[src/rtl/seg_scan_driver.sv]
// Multiplexed 7-segment scan driver with frame-synchronous input snapshot,
// leading-zero suppression and PWM brightness with a dead-time cycle per slot.
module seg_scan_driver #(
  parameter int NUM_DIGITS     = 8,
  parameter int SCAN_DIV       = 1000,
  parameter int CAT_ACTIVE_LOW = 1,
  parameter int SEG_ACTIVE_LOW = 1
) (
  input  logic                      clk,
  input  logic                      rst_n,
  input  logic [4*NUM_DIGITS-1:0]   data,
  input  logic [NUM_DIGITS-1:0]     dp,
  input  logic [NUM_DIGITS-1:0]     digit_en,
  input  logic                      lz_blank,
  input  logic [3:0]                brightness,
  output logic [NUM_DIGITS-1:0]     cat,
  output logic [7:0]                seg,
  output logic                      frame_tick
);

  localparam int CW = $clog2(SCAN_DIV);
  localparam int IW = $clog2(NUM_DIGITS);
  localparam int OW = $clog2(16 * SCAN_DIV);
  localparam logic CAT_POL = (CAT_ACTIVE_LOW != 0);
  localparam logic SEG_POL = (SEG_ACTIVE_LOW != 0);
  localparam logic [NUM_DIGITS-1:0] CAT_OFF = {NUM_DIGITS{CAT_POL}};
  localparam logic [7:0]            SEG_OFF = {8{SEG_POL}};

  logic [CW-1:0]            cnt_q, cnt_d;
  logic [IW-1:0]            idx_q, idx_d;
  logic [4*NUM_DIGITS-1:0]  data_sh_q, data_sh_d;
  logic [NUM_DIGITS-1:0]    dp_sh_q, dp_sh_d;
  logic [NUM_DIGITS-1:0]    en_sh_q, en_sh_d;
  logic                     lz_sh_q, lz_sh_d;
  logic [3:0]               br_sh_q, br_sh_d;
  logic [NUM_DIGITS-1:0]    cat_q, cat_d;
  logic [7:0]               seg_q, seg_d;
  logic                     ft_q, ft_d;

  logic                     last_cnt_s;
  logic                     last_idx_s;
  logic                     snap_s;
  logic [OW-1:0]            on_time_s;
  logic [3:0]               nib_s;
  logic                     blank_s;
  logic                     lit_s;
  logic [NUM_DIGITS-1:0]    sel_s;
  logic [7:0]               seg_raw_s;

  function automatic logic [6:0] seg_decode(input logic [3:0] nib);
    logic [6:0] abcdefg;
    case (nib)
      4'h0:    abcdefg = 7'b1111110;
      4'h1:    abcdefg = 7'b0110000;
      4'h2:    abcdefg = 7'b1101101;
      4'h3:    abcdefg = 7'b1111001;
      4'h4:    abcdefg = 7'b0110011;
      4'h5:    abcdefg = 7'b1011011;
      4'h6:    abcdefg = 7'b1011111;
      4'h7:    abcdefg = 7'b1110000;
      4'h8:    abcdefg = 7'b1111111;
      4'h9:    abcdefg = 7'b1111011;
      4'hA:    abcdefg = 7'b1110111;
      4'hB:    abcdefg = 7'b0011111;
      4'hC:    abcdefg = 7'b1001110;
      4'hD:    abcdefg = 7'b0111101;
      4'hE:    abcdefg = 7'b1001111;
      4'hF:    abcdefg = 7'b1000111;
      default: abcdefg = 7'b0000000;
    endcase
    return abcdefg;
  endfunction

  // Scan counters and frame-start snapshot of all display inputs
  always_comb begin
    last_cnt_s = (cnt_q == CW'(SCAN_DIV - 1));
    last_idx_s = (idx_q == IW'(NUM_DIGITS - 1));
    snap_s     = (cnt_q == {CW{1'b0}}) && (idx_q == {IW{1'b0}});
    cnt_d      = last_cnt_s ? {CW{1'b0}} : cnt_q + CW'(1);
    if (last_cnt_s) begin
      idx_d = last_idx_s ? {IW{1'b0}} : idx_q + IW'(1);
    end else begin
      idx_d = idx_q;
    end
    if (snap_s) begin
      data_sh_d = data;
      dp_sh_d   = dp;
      en_sh_d   = digit_en;
      lz_sh_d   = lz_blank;
      br_sh_d   = brightness;
    end else begin
      data_sh_d = data_sh_q;
      dp_sh_d   = dp_sh_q;
      en_sh_d   = en_sh_q;
      lz_sh_d   = lz_sh_q;
      br_sh_d   = br_sh_q;
    end
  end

  // Pin values for the next edge, derived from the current slot and shadows
  always_comb begin
    on_time_s = ((OW'(br_sh_q) + OW'(1)) * OW'(SCAN_DIV - 1)) >> 4;
    nib_s     = data_sh_q[{idx_q, 2'b00} +: 4];
    // A digit is leading-zero when it and every more significant nibble are 0
    blank_s   = lz_sh_q && (idx_q != {IW{1'b0}}) &&
                ((data_sh_q >> {idx_q, 2'b00}) == {(4*NUM_DIGITS){1'b0}});
    lit_s     = (cnt_q != {CW{1'b0}}) && (OW'(cnt_q) <= on_time_s) && en_sh_q[idx_q];
    sel_s     = {NUM_DIGITS{1'b0}};
    sel_s[idx_q] = 1'b1;
    seg_raw_s = {(blank_s ? 7'b0000000 : seg_decode(nib_s)), dp_sh_q[idx_q]};
    if (lit_s) begin
      cat_d = sel_s ^ CAT_OFF;
      seg_d = seg_raw_s ^ SEG_OFF;
    end else begin
      cat_d = CAT_OFF;
      seg_d = SEG_OFF;
    end
    ft_d = last_cnt_s && last_idx_s;
  end

  // State and registered pin outputs
  always_ff @(posedge clk or negedge rst_n) begin
    if (!rst_n) begin
      cnt_q     <= {CW{1'b0}};
      idx_q     <= {IW{1'b0}};
      data_sh_q <= {(4*NUM_DIGITS){1'b0}};
      dp_sh_q   <= {NUM_DIGITS{1'b0}};
      en_sh_q   <= {NUM_DIGITS{1'b0}};
      lz_sh_q   <= 1'b0;
      br_sh_q   <= 4'h0;
      cat_q     <= CAT_OFF;
      seg_q     <= SEG_OFF;
      ft_q      <= 1'b0;
    end else begin
      cnt_q     <= cnt_d;
      idx_q     <= idx_d;
      data_sh_q <= data_sh_d;
      dp_sh_q   <= dp_sh_d;
      en_sh_q   <= en_sh_d;
      lz_sh_q   <= lz_sh_d;
      br_sh_q   <= br_sh_d;
      cat_q     <= cat_d;
      seg_q     <= seg_d;
      ft_q      <= ft_d;
    end
  end

  assign cat        = cat_q;
  assign seg        = seg_q;
  assign frame_tick = ft_q;

endmodule

[config.mk]
export PLATFORM = sky130hd
export DESIGN_NAME = seg_scan_driver
export DESIGN_NICKNAME = d
export VERILOG_FILES = /design/src/rtl/seg_scan_driver.sv
export SDC_FILE = /design/constraint.sdc
export NUM_CORES = 1
export LEC_CHECK = 0
export BUFFER_PORTS_ARGS = -buffer_cell sky130_fd_sc_hd__buf_2
export CAP_MARGIN = 30
export CORE_AREA = 5 5 158 122
export DETAILED_ROUTE_END_ITERATION = 16
export DIE_AREA = 0 0 163 127
export GPL_TIMING_DRIVEN = 0
export PLACE_DENSITY = 0.6
export SYNTH_ARGS = -nofsm -noshare
export SYNTH_HDL_FRONTEND = slang
export SYNTH_SLANG_ARGS = --single-unit
[constraint.sdc]
create_clock -name clk -period 7.78 [get_ports clk]
set_clock_uncertainty 0.15 [all_clocks]
set_input_delay 0.778 -clock clk [delete_from_list [all_inputs] [get_ports clk]]
set_output_delay 0.778 -clock clk [all_outputs]
set_load 0.02 [all_outputs]
* Word-level counts from Yosys, hierarchy flattened *
Memories as Yosys holds them, arrays and structs flattened.
Index checks and enable logic that the tools add are counted.

word-level totals
  bits in registers = 83
  latch bits = 0
  bits in writable memories = 0
  memory bits (read-only) = 112
  input port bits = 55
  output and inout port bits = 17
  word-level logic and storage cells = 47
  memories = 1

memories
  memory            words  bits a word  rd ports  clocked after Yosys merged registers in  write ports  RTL line  source
  (name not given)  16     7            1         0                                        0            52        case (nib)

operators by class
  add/sub/neg operators = 3
  multipliers = 1
  divide/modulo/power cells = 0
  magnitude comparators = 3
  equal/unequal tests = 2
  shift-type cells = 2
  multiplexer cells = 11
  bitwise operators = 2
  reduce and logical (&&, ||, !) cells = 12

operators with widths
  kind                                                        count
  zero test 32 bit                                            1
  indexed part select 32 x 6 -> 4 bit                         1
  >> shifter 32 x 5 -> 32 bit                                 1
  two-way mux 8 bit                                           2
  inverter 8 bit                                              2
  multiplier 5 x 10 -> 14 bit, second input constant          1
  adder 10 x 1 -> 10 bit, second input constant               1
  == test 10 bit, second input constant                       1
  less-or-equal comparator 10 bit                             1
  zero test 10 bit                                            1
  two-way mux 10 bit                                          1
  nonzero test 10 bit                                         1
  logical AND 1 bit                                           7
  two-way mux 7 bit                                           1
  binary-select mux 1 bit (select 3 bit)                      2
  adder 4 x 1 -> 5 bit, second input constant                 1
  less-than comparator 3 x 4 -> 1 bit, second input constant  1
  adder 3 x 1 -> 3 bit, second input constant                 1
  demux 1 bit (select 3 bit)                                  1
  == test 3 bit, second input constant                        1
  >= comparator 3 x 1 -> 1 bit, second input constant         1
  zero test 3 bit                                             1
  two-way mux 1 bit                                           3
  two-way mux 3 bit                                           1
  nonzero test 3 bit                                          1

* Depth between registers and ports, before layout *
Gate-level depths: netlist of run 1.

  depth in word-level cells = 6
  mapped depth = 23
  depth with buffers taken out = 23

* Worst setup path before layout of run 1 *
Ideal clock, no wire load.

  path kind = register -> register
  start point = reg br_sh_q[0]
  end point = reg seg_q[3] (netlist: seg[3])
  library setup time = 0.086 ns
  arrival = 5.458 ns
  data required time = 7.544 ns
  slack = 2.086 ns
  cell stages (with the launch flop) = 20
  buffers on the path = 0
  period minus slack after synthesis = 5.694 ns
  path through = dfrtp_1 -> ha_1 -> xor2_1 -> fa_1 -> fa_1 -> inv_1 -> fa_1 -> inv_1 -> ha_1 -> a21o_1 -> a221o_1 -> a21oi_1 -> xnor2_1 -> ha_1 -> and4_1 -> and4_1 -> a21oi_1 -> a311oi_4 -> o31ai_2 -> a2111o_1

on the way
  word-level cells in the longest chain between the ends = 6

ends and longest elaborated chain
  what                             RTL line  source
  from (decl)                      35        logic [3:0] br_sh_q, br_sh_d;
  from (signal assigned)           141       br_sh_q <= br_sh_d;
  adder 4 x 1 -> 5 bit             102       on_time_s = ((OW'(br_sh_q) + OW'(1)) * OW'(SCAN_DIV - 1)) >> 4;
  multiplier 5 x 10 -> 14 bit      102
  less-or-equal comparator 10 bit  107       lit_s = (cnt_q != {CW{1'b0}}) && (OW'(cnt_q) <= on_time_s) && en_sh_q[idx_q];
  logical AND 1 bit (2 in a row)   107
  two-way mux 8 bit                111       if (lit_s) begin
  named net seg_d[3]               37        logic [7:0] seg_q, seg_d;
  to (signal assigned)             143       seg_q <= seg_d;
  to (decl)                        37

The timed path passes the listed nets, and every way through them passes these cells.
A chain may end at the register's enable or synchronous reset.

* Worst setup path in the final report of run 1 *
Ends and elaborated chain as after synthesis.

==> flow_metrics.tcl, run 1 <==
set metrics [dict create \
    drc 0 \
    finalSetupViolCount 0 \
    grt_max_degree 63 \
    critPathKind "flop to flop" \
    hold_buffers 0 \
    wl_per_cell_um 16.7 \
    cts-buffers-inserted 9 \
    min_path_type "input port to async pin" \
    cp.arrival_ns 6.56 \
    netlist_area_um2 5360 \
    p_comb_share_pct 28.8 \
    status "complete, no violations" \
    period_needed_ns 6.46 \
    cp_max_fo 7 \
    relSlewSlack_pct 52.1 \
    place_congestion 0.859 \
    netSwitchingFraction_pct 29.7 \
    die_w_um 163 \
    async_flop_share_pct 100 \
    grt_pass1_vias 3990 \
    seq_area_frac_synth_pct 39.1 \
    clock-root-buffer "clkbuf_16" \
    nets 639 \
    postRouteAntennaNets 0 \
    rsz0062_at_grt "false" \
    first_iter_violations 294 \
    place_area_um2 6050 \
    drive_above_1_share_pct 34.8 \
    r2r_cells 19 \
    power-per-cell-area_nw_per_um2 208 \
    postLayoutCellArea_um2 6380 \
    place_inst 760 \
    ios 72 \
    wl_um 12900 \
    viasPerCell 4.88 \
    required_ns 7.88 \
    die_h_um 127 \
    max_freq_mhz 155 \
    clock_sinks 83 \
    grtUsageTotal_pct 13.0 \
    vias 3784 \
    drv_cap 0 \
    power.total_mw 1.33 \
    cts_resized 0 \
    synth_top_area_share_pct 31.3 \
    tns_ns 0 \
    fp.coreArea_um2 17400 \
    dr.pass1.iters 4 \
    power_leakage_nw 2.99 \
    start_kind "flop" \
    p_switching_mw 0.394 \
    cts_tree "built" \
    dp_hpwl_um 10300 \
    clkPwrFrac_pct 35.0 \
    finalWorstSetupSlack_ns 1.32 \
    start_util_pct 30.7 \
    dieArea_um2 20700 \
    final_cell_count_no_fill 776 \
    clk_pin_slew_ns 0.06 \
    syn_to_final_growth_pct 19.0 \
    cts_buffer_depth 2 \
    cp-end-kind "flop" \
    report.final.hold_viol_count 0 \
    synth_cells 446 \
    synth_top_area_cell "dfrtp_1" \
    antenna_found_initial 0 \
    port-buffer-count 71 \
    synth_flop_cell "dfrtp_1" \
    synthesis.nets 556 \
    yosysWarnings 0 \
    grt.overflow.total 0 \
    num_antenna_cells 0 \
    yosysMostFrequentCell "dfrtp_1" \
    synth_edf_count 0 \
    dpl_worst_slack_ns 1.37 \
    htreeDepth 3 \
    synth-seq-cells 83 \
    timing.final.crit_share_pct 83.0 \
    ir_drop_v 0.000106 \
    tightest_slew_ns 0.718 \
    rows 42 \
    drv_slew 0 \
    synthTopCellsByCount "dfrtp_1 (67), mux2_4 (50), ha_1 (45)" \
    clk_latency_ns 0.34 \
    intPower_mw 0.934 \
    ys_top_cells_by_area "dfrtp_1 (31%), mux2_4 (14%), ha_1 (10%)" \
    synth.distinct_cells 59 \
    power_frac_seq_pct 36.2 \
    syn_area_per_cell_um2 12.0 \
    post-cts-setup-buffers 0 \
    grt_pass1_wl_um 21500 \
]
==> cell usage in the layout (no fill, tap or decap), drive strengths merged, types with 4 or more instances in the layout <==
cell type  Yosys  final
nor4           9      9
o31ai          4      4
dfrtp         67     67
nand4          4      4
mux2          60     60
o22ai          4      4
clkbuf         6     18
nor3           7      7
nor2          19     19
dfstp         16     16
a31oi          5      5
nand2         16     16
a22oi          4      4
ha            45     45
buf           12     84
xor2           8      8
mux4           4      4
a21oi         16     16
or3            7      7
fa            10     10
mux2i          9      9
inv           30     30
o21ai         10     10
nand3         14     14
xnor2         12     12
==> worst paths after layout <==
check | endpoint | start | slack [ns]
max | seg[3]$_DFF_PN1_ | br_sh_q[0]$_DFFE_PN0P_ | 1.32
min | data_sh_q[14]$_DFFE_PN0P_ | rst_n | 0.18
max reg2reg | seg[3]$_DFF_PN1_ | br_sh_q[0]$_DFFE_PN0P_ | 1.32
min reg2reg | cnt_q[0]$_DFF_PN0_ | cnt_q[0]$_DFF_PN0_ | 0.35
max in group asynchronous | cat[5]$_DFF_PN1_ | rst_n | 6.67
min in group clk | cnt_q[0]$_DFF_PN0_ | cnt_q[0]$_DFF_PN0_ | 0.35
==> sequential cells by signal, indices dropped and copies added, names as in the netlist <==
register and count:
br_sh_q 4, cat 8, cnt_q 10, data_sh_q 32
dp_sh_q 8, en_sh_q 8, frame_tick 1, idx_q 3
lz_sh_q 1, seg 8
==> worst max-delay path: stages (launching register included) <==
cell	delay, ns
dfrtp_1	0.55
ha_1	0.25
xor2_1	0.41
fa_1	0.64
fa_1	0.58
inv_1	0.04
fa_1	0.47
inv_1	0.04
ha_1	0.36
a21o_1	0.23
a221o_1	0.35
a21oi_1	0.17
xnor2_1	0.11
ha_1	0.32
and4_1	0.27
and4_1	0.22
a21oi_1	0.07
a311oi_4	0.53
o31ai_2	0.24
a2111o_1	0.34
==> final cells by class <==
type,instances,area [um2]
fill,1704,11100
multi-input combinational,315,3030
sequential,83,2100
timing repair buffer,72,385
tap,242,303
clock buffer,12,256
buffer,18,126
inverter,30,113
clock inverter,4,72.6
==> per-layer routing <==
metal | GRT usage, % | wire length, um | share of wire, %
met1 | 20.0 | 6590 | 51
met5 | 0 | 0 | 0
met2 | 18.6 | 5440 | 42
met3 | 2.96 | 826 | 6.4
met4 | 2.71 | 87 | 0.67
==> cells by family (layout without fill, tap and decap cells) <==
kind of cell / count (synthesis) / in the layout / share of synthesized area (%)
XOR/XNOR: 20 / 20 / 3.27
adder cells (fa/ha/maj): 55 / 55 / 14.2
flip-flops: 83 / 83 / 39.1
multiplexers: 73 / 73 / 19.5
AND/OR/NAND/NOR: 99 / 99 / 10.3
buffers and inverters: 48 / 136 / 4.46
AO/OA/AOI/OAI: 68 / 68 / 9.08
==> power by group through the flow <==
stage	clock network (mW)	registers, mW	logic, mW
after floorplan	0	0.498	0.266
after global placement	0	0.488	0.363
after detailed placement	0	0.488	0.385
after CTS	0.480	0.481	0.387
after global routing	0.497	0.484	0.443
final	0.465	0.481	0.383
==> stage by stage <==
stage / util, % / hold WS (ns)
2_1_floorplan: - / 0.305
3_3_place_gp: 34.5 / 0.333
3_5_place_dp: 34.7 / 0.334
4_1_cts: 36.6 / 0.179
5_1_grt: 36.6 / 0.193
6_report: 36.6 / 0.176
(Power assumes the default switching activity.)
==> run 2: changes to the inputs <==
--- a/config.mk
+++ b/config.mk
@@ -11,7 +11,7 @@
 export DETAILED_ROUTE_END_ITERATION = 16
 export DIE_AREA = 0 0 163 127
 export GPL_TIMING_DRIVEN = 0
-export PLACE_DENSITY = 0.6
+export PLACE_DENSITY = 0.62
 export SYNTH_ARGS = -nofsm -noshare
 export SYNTH_HDL_FRONTEND = slang
 export SYNTH_SLANG_ARGS = --single-unit
==> constraint.sdc (replaced) <==
create_clock -name clk -period 5.4 [get_ports clk]
set_clock_uncertainty 0.15 [all_clocks]
set_input_delay 0.54 -clock clk [delete_from_list [all_inputs] [get_ports clk]]
set_output_delay 0.54 -clock clk [all_outputs]
set_load 0.02 [all_outputs]
==> run 2 against run 1 <==
  * First-iteration DRC count down 1.0%
  * Power up 52%
  * Clock power up 39%
  * Die area unchanged
  * Via count up 1.1%
  * Global-route usage up 0.18 points
  * Non-clock buffer count up 16
  * Final cell count up 2.1%
  * Sequential power up 44%
  * Critical path type unchanged
  * Critical endpoint is now cat[3]$_DFF_PN1_
==> flow_metrics.tcl, run 2 (synthesis results as in run 1) <==
set metrics [dict create \
    dpl_worst_slack_ns -0.536 \
    cp.arrival_ns 5.50 \
    drive_above_1_share_pct 42.7 \
    crit_start "br_sh_q[0]$_DFFE_PN0P_" \
    first_iter_violations 291 \
    status "complete, no violations" \
    crit_family "adder cells" \
    fp.coreArea_um2 17400 \
    grtUsageTotal_pct 13.2 \
    hold_end "data_sh_q[7]$_DFFE_PN0P_" \
    top_regs "data_sh_q (32), cnt_q (10)" \
    dp_hpwl_um 10100 \
    crit_slowest_cell "fa_1" \
    crit_path_cell_trace "ha_4 > and3_4 > inv_6 > fa_2 > fa_1 > inv_2 > fa_1 > inv_2 > ha_4 > a21o_1 > a221o_1 > a21oi_2 > xnor2_2 > ha_1 > and4_4 > and4_1 > a21oi_2 > a311oi_4 > buf_12 > nand2b_4 > or3_1" \
    fin_util_pct 38.3 \
    grt_pass1_vias 4027 \
    largest_register_ffs 32 \
    drv_slew 0 \
    regMostFlops "data_sh_q" \
    clkPwrFrac_pct 31.9 \
    clock_sinks 83 \
    max_freq_mhz 185 \
    rsz0062_at_grt "true" \
    place_congestion 0.849 \
    cts-buffers-inserted 9 \
    rr_endpoint "cat[3]$_DFF_PN1_" \
    cts_buffer_depth 2 \
    grt_pass1_wl_um 21700 \
    postLayoutCellArea_um2 6680 \
    drc 0 \
    wl_um 13400 \
    tightest_slew_ns 0.688 \
    dr.pass1.iters 4 \
    htreeDepth 3 \
    viasPerCell 4.83 \
    postRouteAntennaNets 0 \
    min_from "data[7]" \
    start_util_pct 30.7 \
    power.total_mw 2.03 \
    period_needed_ns 5.39 \
    required_ns 5.51 \
    num_antenna_cells 0 \
    cp-end-kind "flop" \
    die_h_um 127 \
    min_path_type "input port to flop" \
    netSwitchingFraction_pct 32.5 \
    cp_max_fo 6 \
    power_frac_seq_pct 34.3 \
    nets 655 \
    wl_per_cell_um 16.9 \
    p_switching_mw 0.659 \
    power_leakage_nw 3.08 \
    mostFrequentLayoutCell "buf_2" \
    ios 72 \
    slowest_delay_ns 0.57 \
    rrSetupSlack_ns 0.005 \
    rows 42 \
    grt.overflow.total 0 \
    critPathBufInv 4 \
    fill_cells 1694 \
    r2r-start "br_sh_q[0]$_DFFE_PN0P_" \
    vias 3826 \
    ir_drop_v 0.000141 \
    hold_depth 2 \
    syn_to_final_growth_pct 24.6 \
    drv_cap 0 \
    start_kind "flop" \
    dieArea_um2 20700 \
    power-per-cell-area_nw_per_um2 303 \
    clk_pin_slew_ns 0.07 \
    place_area_um2 6090 \
    p_comb_share_pct 33.8 \
    timing.final.crit_share_pct 99.9 \
    intPower_mw 1.37 \
    critPathKind "flop to flop" \
    port-buffer-count 71 \
    antenna_found_initial 0 \
    finalWorstSetupSlack_ns 0.00532 \
    finalSetupViolCount 0 \
    report.final.hold_viol_count 0 \
    clk_latency_ns 0.35 \
    cts_tree "built" \
    mostFrequentLayoutCells "buf_2 (75), dfrtp_1 (63), mux2_4 (50), ha_1 (40), inv_1 (23)" \
    grt_max_degree 68 \
    relSlewSlack_pct 53.7 \
    die_w_um 163 \
    clock-root-buffer "clkbuf_16" \
    r2r_cells 21 \
]
run 2: layer usage:
metal | global-route usage, % | part of all wire, % | up-vias
li1 | - | - | 1812
met1 | 18.6 | 48 | 1873
met2 | 20.0 | 44 | 125
met3 | 3.19 | 5.9 | 16
met4 | 4.24 | 1.7 | 0
met5 | 0 | 0 | -
run 2: worst max path at each step:
stage                             to  slack, ns  cells past startpoint
finish              cat[3]$_DFF_PN1_      0.005                     21
global route        cat[3]$_DFF_PN1_      -0.17                     20
CTS                 cat[3]$_DFF_PN1_     -0.009                     21
detailed placement  seg[3]$_DFF_PN1_      -0.54                     20
global placement    seg[3]$_DFF_PN1_      -0.48                     20
floorplan           seg[3]$_DFF_PN1_       0.01                     20
run 2: metrics by stage:
step / TNS (ns) / cells / hold slack, ns
global placement: -5.17 / 759 / 0.333
CTS: -0.00943 / 791 / 0.244
detailed placement: -6.43 / 760 / 0.276
finish: 0 / 792 / 0.266
floorplan: 0 / 446 / 0.0944
global route: -1.18 / 792 / 0.249
run 2: area by class of cell:
type / count / area, um2 / share of cell area [%]
Timing Repair Buffer: 89 / 528 / 7.90
Sequential cell: 83 / 2100 / 31.5
Buffer: 17 / 123 / 1.84
Clock buffer: 9 / 225 / 3.37
Inverter: 30 / 121 / 1.82
Tap cell: 242 / 303 / 4.53
Clock inverter: 7 / 81.3 / 1.22
Multi-Input combinational cell: 315 / 3200 / 47.9
run 2: power by group through the flow:
stage	combinational [mW]	sequential [mW]	clock, mW
after detailed placement	0.578	0.705	0
after floorplan	0.404	0.718	0
after global routing	0.752	0.699	0.688
after CTS	0.665	0.694	0.667
after global placement	0.548	0.703	0
final	0.685	0.694	0.647
run 2: repair_timing:
item	CTS	global route
hold buffers	1	0
endpoints found under the hold margin	8	0
setup buffers	15	1
pin swaps	16	10
setup endpoints to repair	16	16
resized for setup	22	9
==> run 3: changes to the inputs <==
==> constraint.sdc (replaced) <==
create_clock -name clk -period 5.4 [get_ports clk]
set_clock_uncertainty 0.15 [all_clocks]
set_input_delay 1.62 -clock clk [delete_from_list [all_inputs] [get_ports clk]]
set_output_delay 1.62 -clock clk [all_outputs]
set_load 0.02 [all_outputs]
==> run 3 against run 2 <==
  * Register-to-register slack about the same
  * Critical path depth unchanged
  * First-iteration DRC count down 5.5%
  * Final cell count down 0.13%
  * Core utilization down 0.057 points
  * Worst hold slack better by 0.090 ns
  * Sequential power about the same
  * Design area down 0.15%
  * Critical path type unchanged
  * Critical endpoint unchanged
  * Highest routed layer unchanged
==> flow_metrics.tcl, run 3 (synthesis results as in run 1) <==
set metrics [dict create \
    status "complete, no violations" \
    antenna_found_initial 0 \
    dr.pass1.iters 4 \
    syn_to_final_growth_pct 24.4 \
    cp.arrival_ns 5.50 \
    clk_pin_slew_ns 0.07 \
    cts_buffer_depth 2 \
    mostFrequentLayoutCell "buf_2" \
    dieArea_um2 20700 \
    period_needed_ns 5.40 \
    hold_buffers 0 \
    start_util_pct 30.7 \
    num_antenna_cells 0 \
    drv_cap 0 \
    dp_hpwl_um 10100 \
    ios 72 \
    cp-end-kind "flop" \
    ir_drop_v 0.000141 \
    relSlewSlack_pct 55.1 \
    cts_tree "built" \
    grt_pass1_wl_um 21700 \
    largest_register_ffs 32 \
    die_w_um 163 \
    timing.final.crit_share_pct 99.9 \
    grtUsageTotal_pct 13.2 \
    clock_sinks 83 \
    critPathKind "flop to flop" \
    postRouteAntennaNets 0 \
    grt_pass1_vias 4025 \
    vias 3807 \
    cts-buffers-inserted 9 \
    grt_max_degree 68 \
    wl_per_cell_um 16.9 \
    drc 0 \
    place_area_um2 6090 \
    htreeDepth 3 \
    min_path_type "flop to flop" \
    mostFrequentLayoutCells "buf_2 (75), dfrtp_1 (63), mux2_4 (50), ha_1 (40), inv_1 (23)" \
    power_leakage_nw 3.07 \
    rows 42 \
    place_congestion 0.849 \
    required_ns 5.51 \
    fp.coreArea_um2 17400 \
    nets 654 \
    max_freq_mhz 185 \
    rsz0062_at_grt "true" \
    cp_max_fo 6 \
    timing.hold.ws_ns 0.356 \
    first_iter_violations 275 \
    clock-root-buffer "clkbuf_16" \
    report.final.hold_viol_count 0 \
    clk_latency_ns 0.35 \
    top_regs "data_sh_q (32), cnt_q (10)" \
    wl_um 13400 \
    finalSetupViolCount 0 \
    fill_cells 1694 \
    viasPerCell 4.81 \
    drive_above_1_share_pct 42.8 \
    drv_slew 0 \
    tightest_slew_ns 0.674 \
    grt.overflow.total 0 \
    port-buffer-count 71 \
    regMostFlops "data_sh_q" \
    postLayoutCellArea_um2 6670 \
    fin_util_pct 38.2 \
    power.total_mw 2.03 \
    die_h_um 127 \
    power-per-cell-area_nw_per_um2 304 \
    tns_ns 0 \
    start_kind "flop" \
]
==> run 3: report_power, final <==
group	leakage (nW)	switching (mW)	internal (mW)	total (mW)
clock	0.147	0.280	0.366	0.646
sequential	0.963	0.0261	0.668	0.694
combinational	1.96	0.352	0.333	0.685
total	3.07	0.659	1.37	2.03
==> run 3: area by class of cell <==
cell class | count | area (um2) | area share, %
sequential | 83 | 2100 | 31.5
clock buffer | 9 | 225 | 3.38
tap | 242 | 303 | 4.54
timing repair buffer | 88 | 518 | 7.77
inverter | 30 | 121 | 1.82
buffer | 17 | 123 | 1.84
clock inverter | 7 | 81.3 | 1.22
multi-input combinational | 315 | 3200 | 47.9
==> run 3: repair_timing <==
| item | CTS | global route |
|---|---|---|
| cloned | 0 | 0 |
| buffers inserted | 15 | 1 |
| endpoints found under the setup margin | 16 | 16 |
| pin swaps | 16 | 10 |
| gates resized for setup | 22 | 9 |
==> run 3: final timing paths <==
kind / startpoint / endpoint / slack, ns / depth (start not counted)
worst max-delay path: br_sh_q[0]$_DFFE_PN0P_ / cat[3]$_DFF_PN1_ / 0.004 / 21
worst min-delay path: cnt_q[0]$_DFF_PN0_ / cnt_q[0]$_DFF_PN0_ / 0.36 / 1
worst max register to register: br_sh_q[0]$_DFFE_PN0P_ / cat[3]$_DFF_PN1_ / 0.004 / 21
worst min register to register: cnt_q[0]$_DFF_PN0_ / cnt_q[0]$_DFF_PN0_ / 0.36 / 1
max in group asynchronous: rst_n / cat[5]$_DFF_PN1_ / 3.49 / 2
min in group asynchronous: rst_n / dp_sh_q[5]$_DFFE_PN0P_ / 1.00 / 1
==> run 3: worst max-delay path: stages (launching register included) <==
cell	delay (ns)
dfrtp_2	0.44
ha_4	0.18
and3_4	0.22
inv_6	0.05
fa_2	0.52
fa_1	0.57
inv_2	0.04
fa_1	0.49
inv_2	0.05
ha_4	0.22
a21o_1	0.17
a221o_1	0.34
a21oi_2	0.18
xnor2_2	0.08
ha_1	0.32
and4_4	0.23
and4_1	0.19
a21oi_2	0.05
a311oi_4	0.24
buf_12	0.17
nand2b_4	0.06
or3_1	0.35
==> run 3: metal layers <==
layer  up-vias  global-route usage [%]  wire length [um]
met1      1862                    18.5              6560
li1       1813                       -                 -
met5         -                       0                 0
met3        16                    3.19               736
met4         0                    4.24               225
met2       116                    20.0              5850
==> run 3: metrics by stage <==
stage / std cells / worst slack, ns
2_1_floorplan: 446 / 0.0128
5_1_grt: 791 / -0.165
4_1_cts: 790 / -0.00943
6_report: 791 / 0.00423
3_3_place_gp: 759 / -0.478
3_5_place_dp: 760 / -0.536
